$ cat src/rtl/cond_branch_unit_pkg.sv
// Shared constants for the branch resolve stage: condition codes, flag bit positions, FSM states.
// Flag vector bit order is {C,L,F,Z,N} = [4:0].
package cond_branch_unit_pkg;

    localparam int unsigned FLAG_W = 5;
    localparam int unsigned COND_W = 4;

    localparam logic [COND_W-1:0] COND_EQ = 4'h0;
    localparam logic [COND_W-1:0] COND_NE = 4'h1;
    localparam logic [COND_W-1:0] COND_CS = 4'h2;
    localparam logic [COND_W-1:0] COND_CC = 4'h3;
    localparam logic [COND_W-1:0] COND_HI = 4'h4;
    localparam logic [COND_W-1:0] COND_LS = 4'h5;
    localparam logic [COND_W-1:0] COND_GT = 4'h6;
    localparam logic [COND_W-1:0] COND_LE = 4'h7;
    localparam logic [COND_W-1:0] COND_FS = 4'h8;
    localparam logic [COND_W-1:0] COND_FC = 4'h9;
    localparam logic [COND_W-1:0] COND_LO = 4'hA;
    localparam logic [COND_W-1:0] COND_HS = 4'hB;
    localparam logic [COND_W-1:0] COND_LT = 4'hC;
    localparam logic [COND_W-1:0] COND_GE = 4'hD;
    localparam logic [COND_W-1:0] COND_UC = 4'hE;
    localparam logic [COND_W-1:0] COND_NV = 4'hF;

    localparam int unsigned FLAG_N = 0;
    localparam int unsigned FLAG_Z = 1;
    localparam int unsigned FLAG_F = 2;
    localparam int unsigned FLAG_L = 3;
    localparam int unsigned FLAG_C = 4;

    localparam logic [0:0] ST_IDLE = 1'b0;
    localparam logic [0:0] ST_HOLD = 1'b1;

endpackage

$ cat src/rtl/cond_branch_unit_cond_eval.sv
// Combinational condition evaluator: {flags, cond} -> taken.
// Kept standalone so predicated-op logic can reuse it.
module cond_branch_unit_cond_eval
    import cond_branch_unit_pkg::*;
(
    input  logic [FLAG_W-1:0] flags_i,
    input  logic [COND_W-1:0] cond_i,
    output logic              taken_o
);

    logic c_f, l_f, f_f, z_f, n_f;

    assign c_f = flags_i[FLAG_C];
    assign l_f = flags_i[FLAG_L];
    assign f_f = flags_i[FLAG_F];
    assign z_f = flags_i[FLAG_Z];
    assign n_f = flags_i[FLAG_N];

    always_comb begin
        taken_o = 1'b0;
        case (cond_i)
            COND_EQ: taken_o = z_f;
            COND_NE: taken_o = ~z_f;
            COND_CS: taken_o = c_f;
            COND_CC: taken_o = ~c_f;
            COND_HI: taken_o = l_f;
            COND_LS: taken_o = ~l_f;
            COND_GT: taken_o = n_f;
            COND_LE: taken_o = ~n_f;
            COND_FS: taken_o = f_f;
            COND_FC: taken_o = ~f_f;
            COND_LO: taken_o = ~l_f & ~z_f;
            COND_HS: taken_o = l_f | z_f;
            COND_LT: taken_o = ~n_f & ~z_f;
            COND_GE: taken_o = n_f | z_f;
            COND_UC: taken_o = 1'b1;
            COND_NV: taken_o = 1'b0;
            default: taken_o = 1'b0;
        endcase
    end

endmodule

$ cat src/rtl/cond_branch_unit.sv
// Branch/jump resolve stage: single-entry valid/ready pipeline returning taken + next PC to fetch.
// Optional FLAG_BYPASS_EN adds flag_wr_en/flag_next to evaluate in-flight flags without a bubble.
module cond_branch_unit
    import cond_branch_unit_pkg::*;
#(
    parameter int unsigned ADDR_W = 16,
    parameter int unsigned DISP_W = 8
) (
    input  logic              Clock,
    input  logic              Reset_n,
    input  logic              flush,
    input  logic [FLAG_W-1:0] savedFlags,
`ifdef FLAG_BYPASS_EN
    input  logic              flag_wr_en,
    input  logic [FLAG_W-1:0] flag_next,
`endif
    input  logic              req_valid,
    output logic              req_ready,
    input  logic [COND_W-1:0] req_cond,
    input  logic              req_is_jump,
    input  logic [ADDR_W-1:0] req_pc,
    input  logic [DISP_W-1:0] req_disp,
    input  logic [ADDR_W-1:0] req_reg_tgt,
    output logic              res_valid,
    input  logic              res_ready,
    output logic              res_taken,
    output logic [ADDR_W-1:0] res_pc
);

    localparam int unsigned EXT_W = ADDR_W - DISP_W;

    logic [0:0]        state_q, state_d;
    logic              res_taken_q, res_taken_d;
    logic [ADDR_W-1:0] res_pc_q, res_pc_d;
    logic [FLAG_W-1:0] eval_flags;
    logic              cond_true;
    logic              accept;
    logic [ADDR_W-1:0] br_tgt, seq_pc;

`ifdef FLAG_BYPASS_EN
    // Flags being written this cycle are newer than the flag register contents.
    assign eval_flags = flag_wr_en ? flag_next : savedFlags;
`else
    assign eval_flags = savedFlags;
`endif

    cond_branch_unit_cond_eval u_cond_eval (
        .flags_i (eval_flags),
        .cond_i  (req_cond),
        .taken_o (cond_true)
    );

    assign br_tgt = req_pc + {{EXT_W{req_disp[DISP_W-1]}}, req_disp};
    assign seq_pc = req_pc + ADDR_W'(1);

    assign req_ready = (state_q == ST_IDLE) | res_ready;
    assign accept    = req_valid & req_ready & ~flush;

    // Next state and result payload; flush wins over a same-cycle accept.
    always_comb begin
        state_d     = state_q;
        res_taken_d = res_taken_q;
        res_pc_d    = res_pc_q;
        if (flush) begin
            state_d = ST_IDLE;
        end else if (accept) begin
            state_d     = ST_HOLD;
            res_taken_d = cond_true;
            if (!cond_true) begin
                res_pc_d = seq_pc;
            end else if (req_is_jump) begin
                res_pc_d = req_reg_tgt;
            end else begin
                res_pc_d = br_tgt;
            end
        end else if ((state_q == ST_HOLD) && res_ready) begin
            state_d = ST_IDLE;
        end
    end

    always_ff @(posedge Clock or negedge Reset_n) begin
        if (!Reset_n) begin
            state_q     <= ST_IDLE;
            res_taken_q <= 1'b0;
            res_pc_q    <= '0;
        end else begin
            state_q     <= state_d;
            res_taken_q <= res_taken_d;
            res_pc_q    <= res_pc_d;
        end
    end

    assign res_valid = (state_q == ST_HOLD);
    assign res_taken = res_taken_q;
    assign res_pc    = res_pc_q;

endmodule
$ cat config.mk
export PLATFORM = sky130hd
export DESIGN_NAME = cond_branch_unit
export DESIGN_NICKNAME = d
export VERILOG_FILES = /design/src/rtl/cond_branch_unit_pkg.sv /design/src/rtl/cond_branch_unit_cond_eval.sv /design/src/rtl/cond_branch_unit.sv
export SDC_FILE = /design/constraint.sdc
export NUM_CORES = 1
export LEC_CHECK = 0
export BUFFER_PORTS_ARGS = -buffer_cell sky130_fd_sc_hd__buf_2
export CAP_MARGIN = 15
export CORE_UTILIZATION = 55
export CTS_CLUSTER_SIZE = 20
export DETAILED_ROUTE_END_ITERATION = 8
export PLACE_DENSITY = 0.95
export SLEW_MARGIN = 20
export SYNTH_ARGS = -nofsm -noshare
export SYNTH_HDL_FRONTEND = slang
export SYNTH_HIERARCHICAL = 1
export SYNTH_SLANG_ARGS = --single-unit
$ cat constraint.sdc
create_clock -name Clock -period 3.11 [get_ports Clock]
set_input_delay 0.311 -clock Clock [delete_from_list [all_inputs] [get_ports Clock]]
set_output_delay 0.311 -clock Clock [all_outputs]
set_load 0.005 [all_outputs]
==> flow_metrics.env, run 1 <==
export IMPL_critPathLaunchType="input port"
export IMPL_netlist_area_um2=2150
export IMPL_routabilityCongestion=0.923
export IMPL_grt_ovfl_total=0
export IMPL_die_area_um2=4170
export IMPL_rrSetupSlack_ns=1.24
export IMPL_cts_buffers=3
export IMPL_finalCriticalPeriod_ns=2.43
export IMPL_post_drt_wl_per_cell_um=14.2
export IMPL_cts_sinks=18
export IMPL_std_cell_rows=22
export IMPL_ys_flop_type="dfrtp_1"
export IMPL_ff2ff_path_depth=6
export IMPL_period_share_pct=78.2
export IMPL_slowest_stage="fa_1"
export IMPL_critPathCaptureType="flip-flop"
export IMPL_crit_fanout=5
export IMPL_num_vias=2387
export IMPL_yosys_area_share_simple_pct=26.5
export IMPL_postCtsSetupBuffers=0
export IMPL_drive_gt1_share_pct=27.5
export IMPL_grt_pass1_wl_mm=9.03
export IMPL_grt_antenna_before_repair=0
export IMPL_synth_fp_nets=344
export IMPL_grt_max_degree=29
export IMPL_synth_top_area_cell="dfrtp_1"
export IMPL_holdBufCountCts=1
export IMPL_max_stage_delay_ns=0.42
export IMPL_via_per_inst=6.12
export IMPL_async_flop_share_pct=100
export IMPL_relSlewSlack_pct=54.8
export IMPL_n_antenna_cell=0
export IMPL_post_place_ws_ns=0.437
export IMPL_finalWorstSetupSlack_ns=0.677
export IMPL_final_nets=415
export IMPL_numPortBuffers=73
export IMPL_cp_required_ns=3.22
export IMPL_p_per_area_nw_per_um2=356
export IMPL_track_usage_pct=27.1
export IMPL_maxCapViolCount=0
export IMPL_synthAdderAreaFrac_pct=10.2
export IMPL_critPathKind="input port to flip-flop"
export IMPL_leakage_uw=0.00120
export IMPL_hold_viol_final=0
export IMPL_cp_startpoint="req_pc[0]"
export IMPL_min_path_type="input port to flip-flop"
export IMPL_timing_critical_path_to="res_pc[14]"
export IMPL_first_pass_iters=5
export IMPL_initial_utilization_pct=58.0
export IMPL_setup_tns_final_ns=0
export IMPL_synth_top_family_by_area="simple AND/OR/NAND/NOR gates"
export IMPL_htreeDepth=1
export IMPL_worstReg2RegEnd="res_pc[12]"
export IMPL_dp_hpwl_mm=4.42
export IMPL_syn_to_final_growth_pct=21.5
export IMPL_cts_tree="built"
export IMPL_seq_area_frac_synth_pct=20.9
export IMPL_slew_viol_final=0
export IMPL_synth_edf_count=0
export IMPL_die_y_um=64.6
export IMPL_ys_seq_elements=18
export IMPL_drtIter0Drc=214
export IMPL_rsz0062_at_grt="false"
export IMPL_grt_pass1_vias=2091
export IMPL_yosysTopAreaCellShare_pct=20.9
export IMPL_fmax_mhz=411
export IMPL_postSynthAreaPerCell_um2=7.92
export IMPL_tightestPinTransition_ns=0.676
export IMPL_synth_xor_xnor_area_share_pct=9.35
export IMPL_synth_cell_type_count=59
export IMPL_irDropWorstVdd_v=0.000153
export IMPL_ios=74
export IMPL_synth_mux_area_share_pct=4.99
export IMPL_worstPathArrival_ns=2.54
export IMPL_clk_path_buf_depth=2
export IMPL_wl_mm=5.55
export IMPL_synth_compound_area_share_pct=25.0
export IMPL_die_w_um=64.6
export IMPL_fin_skew_ns=0.00202
export IMPL_clk_pin_slew_ns=0.07
export IMPL_syn_inst=272
export IMPL_ctsRootBufferMaster="clkbuf_8"
export IMPL_outcome="completed"
export IMPL_synth_area_leaders="dfrtp_1 (21%), ha_1 (9.3%), xnor2_1 (7.3%)"
export IMPL_yosysWarnings=6
export IMPL_ant_nets=0
export IMPL_clk_insertion_delay_late_ns=0.25
export IMPL_core_area_um2=3720
export IMPL_setup_viol=0
export IMPL_reg2reg_from="res_valid"
export IMPL_cp_cell_sequence="buf_2, ha_1, fa_1, a21o_1, a221o_1, a211o_1, a31oi_2, mux2i_1, a41oi_2"
export IMPL_cts_resized=0
export IMPL_drc=0
## how the worst min path moves through the flow
| stage | start | endpoint | slack (ns) | depth (start not counted) |
|---|---|---|---|---|
| after floorplan | Reset_n | res_pc[0] | 0.02 | 0 |
| after detailed placement | Reset_n | res_pc[4] | 0.25 | 1 |
| after global routing | flush | res_valid | 0.25 | 2 |
| after global placement | Reset_n | res_pc[4] | 0.25 | 1 |
| after CTS | flush | res_valid | 0.24 | 2 |
| final | flush | res_valid | 0.24 | 2 |
## worst max-delay path, delay by kind of cell
kind	cells	cell delay, ns
AOI/OAI and AO/OA	5	1.21
adders and majority gates	2	0.64
muxes	1	0.25
buffers and inverters	1	0.13
## cells in the mapped netlist (2+ instances only)
cell type	instances
o31ai_1	2
a221oi_1	2
o21ai_0	20
and3_1	6
o211ai_1	4
mux2i_1	7
clkbuf_1	6
buf_1	2
mux2_2	2
nor3b_1	2
a41oi_2	2
a211oi_1	4
nor2_1	21
a21oi_1	10
xor2_1	5
a21o_1	3
nand4_1	4
inv_1	5
dfrtp_1	18
a211o_1	2
o2111ai_1	2
ha_1	16
nor3_1	6
xnor2_1	18
o21bai_1	2
nand3_1	11
nand2b_1	7
o221ai_1	3
a31oi_1	4
nor2b_1	5
nand2_1	38
o22ai_1	4
a221o_1	3
## power by group
part           leakage, uW  total, uW  internal (uW)  switching (uW)
logic             0.000955        435            200             235
clock network    0.0000288        188            113            76.0
registers         0.000214        310            284            25.6
## sequential cells by signal, indices dropped and copies added (netlist names)
| signal | cells |
|---|---|
| res_pc | 16 |
| res_taken | 1 |
| res_valid | 1 |
## placed cells by master (no fill, tap or decap), types with 5 or more instances in the layout
cell type and count:
buf_2 73, nand2_1 38, nor2_1 21, o21ai_0 20, xnor2_1 18, dfrtp_1 18, ha_1 16, nand3_1 11
a21oi_1 10, mux2i_1 7, nand2b_1 7, and3_1 6, nor3_1 6, nor2b_1 5, inv_1 5, xor2_1 5
## cell type report
class,count,area (um^2)
multi-input combinational,239,1640
fill,293,1100
sequential,18,450
timing repair buffer,76,390
tap,48,60.1
clock buffer,4,55.1
inverter,5,18.8
## cells by family (layout without fill, tap and decap cells)
kind of cell,Yosys count,count (layout)
AOI/OAI and AO/OA,75,75
DFF,18,18
muxes,10,10
xor gates and xnor gates,23,23
buffers and inverters,15,85
and+or+nand+nor,114,114
adders and majority gates,17,17
## metal layers
layer / vias up / wire length, um / global-route usage (%)
met4: 0 / 161 / 10.8
met2: 125 / 2570 / 44.1
li1: 1158 / - / -
met1: 1080 / 2370 / 35.9
met3: 24 / 447 / 3.87
met5: - / 0 / 0
## through the flow
stage / hold WS, ns / total power (uW) / utilization [%] / instance area [um^2] / instances
3_5_place_dp: 0.252 / 737 / 68.7 / 2550 / 385
2_1_floorplan: 0.0154 / 578 / - / 2150 / 272
5_1_grt: 0.250 / 991 / 70.5 / 2620 / 390
3_3_place_gp: 0.252 / 723 / 68.7 / 2550 / 385
4_1_cts: 0.241 / 929 / 70.5 / 2620 / 390
6_report: 0.242 / 933 / 70.5 / 2620 / 390
Power figures use the tool's default switching activity.
==> inputs of run 2 (changes only) <==
ABC_AREA = 1   (was not set)
CORE_UTILIZATION = 53   (was 55)
PLACE_DENSITY = 0.92   (was 0.95)
clock period = 2.33 ns   (was 3.11 ns; I/O delays follow)
==> run 2 against run 1 <==
Net effect: sequential share of layout area fell by 1.3 points; first-iteration DRC count is 17% lower; setup slack worse by 0.066 ns; count of clock-buffer cells in the layout is 1 lower; clock power is 19% higher; register-to-register slack got worse by 0.58 ns; largest power group unchanged; highest routed layer unchanged; critical endpoint is now res_pc[10]; die area grew 14%.
==> flow_metrics.env, run 2 <==
export IMPL_synth_area_leaders="dfrtp_1 (19%), nand2_1 (19%), nor2_1 (9.0%)"
export IMPL_cp_required_ns=2.49
export IMPL_outcome="completed"
export IMPL_cts_buffers=3
export IMPL_route_met3_wl_um=422
export IMPL_drive_gt1_share_pct=21.3
export IMPL_seq_area_frac_synth_pct=18.9
export IMPL_leakage_uw=0.00159
export IMPL_crit_fanout=4
export IMPL_period_share_pct=73.8
export IMPL_setup_viol=0
export IMPL_die_w_um=69.0
export IMPL_multi_input_area_um2=1700
export IMPL_critPathCaptureType="flip-flop"
export IMPL_grt_pass1_wl_mm=10.7
export IMPL_n_fill_cell=392
export IMPL_setup_tns_final_ns=0
export IMPL_via_per_inst=5.27
export IMPL_first_pass_iters=4
export IMPL_met1_length_mm=2.81
export IMPL_final_nets=539
export IMPL_relSlewSlack_pct=67.4
export IMPL_numPortBuffers=73
export IMPL_tightestPinTransition_ns=0.488
export IMPL_ctsRootBufferMaster="clkbuf_8"
export IMPL_syn_to_final_growth_pct=18.9
export IMPL_yosysWarnings=6
export IMPL_async_flop_share_pct=100
export IMPL_track_usage_pct=26.8
export IMPL_clk_path_buf_depth=2
export IMPL_synth_fp_nets=465
export IMPL_yosysMostFrequentCell="nand2_1"
export IMPL_synth_cell_type_count=39
export IMPL_crit_path_frequent_cell="nand2_1"
export IMPL_grt_antenna_before_repair=0
export IMPL_postSynthAreaPerCell_um2=6.06
export IMPL_initial_utilization_pct=55.1
export IMPL_ff2ff_path_depth=9
export IMPL_ys_flop_type="dfrtp_1"
export IMPL_top_layer="met4"
export IMPL_critPathLaunchType="input port"
export IMPL_grt_ovfl_total=0
export IMPL_grt_max_degree=29
export IMPL_placed_cell_area_um2=2780
export IMPL_routabilityCongestion=0.936
export IMPL_largest_reg_flops=16
export IMPL_num_vias=2726
export IMPL_slowest_stage="fa_1"
export IMPL_rsz0062_at_grt="false"
export IMPL_final_common_cell="nand2_1"
export IMPL_post_drt_wl_per_cell_um=12.1
export IMPL_irDropWorstVdd_v=0.000192
export IMPL_cts_sinks=18
export IMPL_synthTopCellsByCount="nand2_1 (120), nor2_1 (57), inv_1 (45)"
export IMPL_clk_insertion_delay_late_ns=0.26
export IMPL_seq_area_um2=450
export IMPL_synth_top_area_cell="dfrtp_1"
export IMPL_finalCriticalPeriod_ns=1.72
export IMPL_die_y_um=69.0
export IMPL_die_area_um2=4770
export IMPL_max_stage_delay_ns=0.39
export IMPL_wl_mm=6.24
export IMPL_std_cell_rows=24
export IMPL_core_area_um2=4320
export IMPL_final_cell_mix="nand2_1 (120), buf_2 (73), nor2_1 (57)"
export IMPL_ys_seq_elements=18
export IMPL_p_per_area_nw_per_um2=439
export IMPL_hold_viol_final=0
export IMPL_htreeDepth=1
export IMPL_yosysTopAreaCellShare_pct=18.9
export IMPL_critPathKind="input port to flip-flop"
export IMPL_maxCapViolCount=0
export IMPL_cp_cell_sequence="buf_2, ha_1, fa_1, nand2_1, nand3_1, nand3b_1, nand2_1, a21oi_1, xor2_1, nand2_1, nand2_1, nand2_1"
export IMPL_postLayoutCellArea_um2=2830
export IMPL_drc=0
export IMPL_fmax_mhz=582
export IMPL_cts_tree="built"
export IMPL_dp_hpwl_mm=5.12
export IMPL_slew_viol_final=0
export IMPL_grt_pass1_vias=2540
export IMPL_holdBufCountCts=1
export IMPL_hold_depth=2
export IMPL_ios=74
export IMPL_syn_inst=393
export IMPL_cts_resized=0
export IMPL_worstPathArrival_ns=1.88
export IMPL_min_path_type="input port to flip-flop"
export IMPL_n_antenna_cell=0
export IMPL_ant_nets=0
export IMPL_fin_skew_ns=0.00740
export IMPL_met2WireLength_mm=2.88
export IMPL_postCtsSetupBuffers=0
export IMPL_drtIter0Drc=178
export IMPL_netlist_area_um2=2380
export IMPL_clk_pin_slew_ns=0.07
export IMPL_synth_edf_count=0
-- run 2: cell types whose count changed in the layout (fill, tap and decap cells not counted), moves of 12 or more --
| cell | change |
|---|---|
| nor2_1 | +36 |
| nand3_1 | +22 |
| nand2_1 | +82 |
| o21ai_0 | -12 |
| xnor2_1 | -12 |
| inv_1 | +40 |
-- run 2: worst paths after layout --
kind / start / to / slack (ns)
max: req_pc[0] / res_pc[10] / 0.61
min: flush / res_valid / 0.17
max reg2reg: res_valid / res_pc[10] / 0.66
min reg2reg: res_pc[0] / res_pc[0] / 0.48
max in group asynchronous: Reset_n / res_pc[0] / 1.61
min in group asynchronous: Reset_n / res_pc[6] / 0.43
-- run 2: cell type report --
class	instances	area share, %
multi-input combinational	319	60.1
sequential	18	15.9
timing repair buffer	75	13.5
inverter	50	6.72
tap	52	2.30
clock buffer	3	1.46
-- run 2: stage by stage --
stage	std cells	power (uW)	hold slack (ns)	worst slack (ns)	util, %
CTS	517	1240	0.168	0.619	65.5
finish	517	1240	0.170	0.611	65.5
floorplan	393	797	-0.0626	0.642	-
detailed placement	513	1020	0.186	0.346	64.3
global placement	513	1000	0.181	0.420	64.3
global route	517	1340	0.167	0.422	65.5
-- run 2: worst max-delay path, delay by kind of cell --
kind / cells / cell delay, ns
AOI/OAI and AO/OA: 1 / 0.18
xor gates and xnor gates: 1 / 0.16
adders and majority gates: 2 / 0.62
buffers and inverters: 1 / 0.13
and+or+nand+nor: 7 / 0.56
-- run 2: per-layer routing --
| metal | up-vias | track usage [%] |
|---|---|---|
| li1 | 1413 | - |
| met1 | 1201 | 34.5 |
| met2 | 97 | 44.4 |
| met3 | 15 | 3.51 |
| met4 | 0 | 11.8 |
| met5 | - | 0 |
-- run 2: power breakdown --
part,total (uW),switching (uW),internal [uW]
logic,601,350,251
registers,420,37.8,382
clock network,223,107,115
total,1240,495,748
-- run 2: logic make-up (layout without fill, tap and decap cells) --
group / count (synthesis) / after routing / share of synthesized area (%)
adder cells (fa/ha/maj): 17 / 17 / 9.24
AND/OR/NAND/NOR: 241 / 241 / 45.1
AO/OA/AOI/OAI: 48 / 48 / 12.3
buffers and inverters: 56 / 128 / 9.66
flip-flops: 18 / 18 / 18.9
XOR/XNOR: 13 / 13 / 4.78
==> inputs of run 3 (changes only) <==
clock period = 1.6 ns   (was 2.33 ns; I/O delays follow)
==> run 3 against run 2 <==
Net effect: critical path depth up 2; wire length is 15% higher; via count rose by 12%; clock power increased by 50%; sequential share of layout area is 1.9 points lower; non-clock buffer count increased by 44; die area did not move; total power up 62%; global-route usage up 2.9 points; combinational power rose by 78%; cell count rose by 8.5%; highest routed layer unchanged.
==> flow_metrics.env, run 3 (synthesis gave the netlist of run 2 again) <==
export IMPL_cts_sinks=18
export IMPL_routabilityCongestion=0.965
export IMPL_grt_pass1_vias=2848
export IMPL_core_area_um2=4320
export IMPL_final_cell_mix="nand2_1 (115), buf_2 (73), nor2_1 (54)"
export IMPL_drtIter0Drc=291
export IMPL_numPortBuffers=73
export IMPL_clk_path_buf_depth=2
export IMPL_largest_reg_flops=16
export IMPL_setup_viol=0
export IMPL_finalCriticalPeriod_ns=1.47
export IMPL_cp_required_ns=1.76
export IMPL_hold_viol_final=0
export IMPL_post_drt_wl_per_cell_um=12.8
export IMPL_cts_buffers=3
export IMPL_drc=0
export IMPL_syn_to_final_growth_pct=35.4
export IMPL_initial_utilization_pct=55.1
export IMPL_irDropWorstVdd_v=0.000245
export IMPL_crit_fanout=9
export IMPL_htreeDepth=1
export IMPL_critPathKind="input port to flip-flop"
export IMPL_p_per_area_nw_per_um2=624
export IMPL_die_y_um=69.0
export IMPL_leakage_uw=0.00181
export IMPL_final_common_cell="nand2_1"
export IMPL_maxCapViolCount=0
export IMPL_first_pass_iters=5
export IMPL_post_place_ws_ns=-0.211
export IMPL_fmax_mhz=678
export IMPL_slew_viol_final=0
export IMPL_die_w_um=69.0
export IMPL_ios=74
export IMPL_grt_ovfl_total=0
export IMPL_via_per_inst=5.44
export IMPL_fin_skew_ns=0.00604
export IMPL_std_cell_rows=24
export IMPL_final_nets=583
export IMPL_worstPathArrival_ns=1.64
export IMPL_cts_tree="built"
export IMPL_critPathLaunchType="input port"
export IMPL_ant_nets=0
export IMPL_outcome="completed"
export IMPL_num_vias=3054
export IMPL_clk_pin_slew_ns=0.07
export IMPL_grt_max_degree=23
export IMPL_track_usage_pct=29.7
export IMPL_setup_tns_final_ns=0
export IMPL_utilization_pct=74.6
export IMPL_finalWorstSetupSlack_ns=0.125
export IMPL_die_area_um2=4770
export IMPL_grt_antenna_before_repair=0
export IMPL_critPathCaptureType="flip-flop"
export IMPL_n_antenna_cell=0
export IMPL_grt_pass1_wl_mm=11.9
export IMPL_period_share_pct=92.2
export IMPL_tightestPinTransition_ns=0.434
export IMPL_power_uw=2010
export IMPL_min_path_type="input port to flip-flop"
export IMPL_clk_insertion_delay_late_ns=0.26
export IMPL_ctsRootBufferMaster="clkbuf_8"
export IMPL_drive_gt1_share_pct=31.6
export IMPL_relSlewSlack_pct=71.1
export IMPL_wl_mm=7.21
export IMPL_dp_hpwl_mm=5.75
export IMPL_n_fill_cell=316
-- run 3: path summary, 6_finish.rpt --
kind / startpoint / end / slack [ns] / cells after the start
worst max-delay path: req_cond[0] / res_pc[4] / 0.13 / 14
worst min-delay path: flush / res_valid / 0.10 / 2
worst max register to register: res_valid / res_pc[4] / 0.19 / 7
worst min register to register: res_pc[0] / res_pc[0] / 0.49 / 2
max in group asynchronous: Reset_n / res_taken / 0.93 / 2
min in group asynchronous: Reset_n / res_pc[12] / 0.36 / 2
-- run 3: critical path, stage by stage --
cell and delay, ns:
buf_2 0.12, inv_2 0.06, nand2_1 0.07, inv_1 0.07
nor2_1 0.09, nor2_1 0.04, nor2_1 0.11, nand3_1 0.09
nor2_1 0.12, nor2_2 0.06, buf_4 0.17, nor2_4 0.23
a32oi_1 0.14, o31ai_1 0.09
-- run 3: per-stage QoR --
step	cell area, um^2	hold slack (ns)	cells
floorplan	2390	-0.136	393
global placement	3100	0.110	555
detailed placement	3100	0.118	555
CTS	3150	0.106	559
global route	3230	0.117	561
finish	3230	0.101	561
-- run 3: area by class of cell --
cell class                      instances  area [um^2]  share of cell area [%]
Inverter                               50          190                    5.90
Timing Repair Buffer                  119          713                    22.1
Sequential cell                        18          450                    14.0
Tap cell                               52         65.1                    2.02
Multi-Input combinational cell        319         1770                    54.7
Clock buffer                            3         41.3                    1.28
-- run 3: report_power, final --
part / switching [uW] / leakage [uW] / internal (uW)
sequential: 56.7 / 0.000216 / 556
clock: 167 / 0.0000216 / 168
combinational: 574 / 0.00158 / 493
total: 797 / 0.00181 / 1220
-- run 3: layer usage --
metal,vias to the layer above,wire [um],track usage (%)
li1,1504,-,-
met1,1347,2910,36.4
met2,173,3470,52.6
met3,30,601,4.39
met4,0,221,9.98
met5,-,0,0
-- run 3: what timing repair did --
| action | 4_1_cts | 5_1_grt |
|---|---|---|
| hold endpoints to repair | 18 | 0 |
| hold buffers | 1 | 0 |
| buffers inserted | 0 | 2 |
| gates resized for setup | 0 | 18 |
| endpoints found under the setup margin | 0 | 13 |
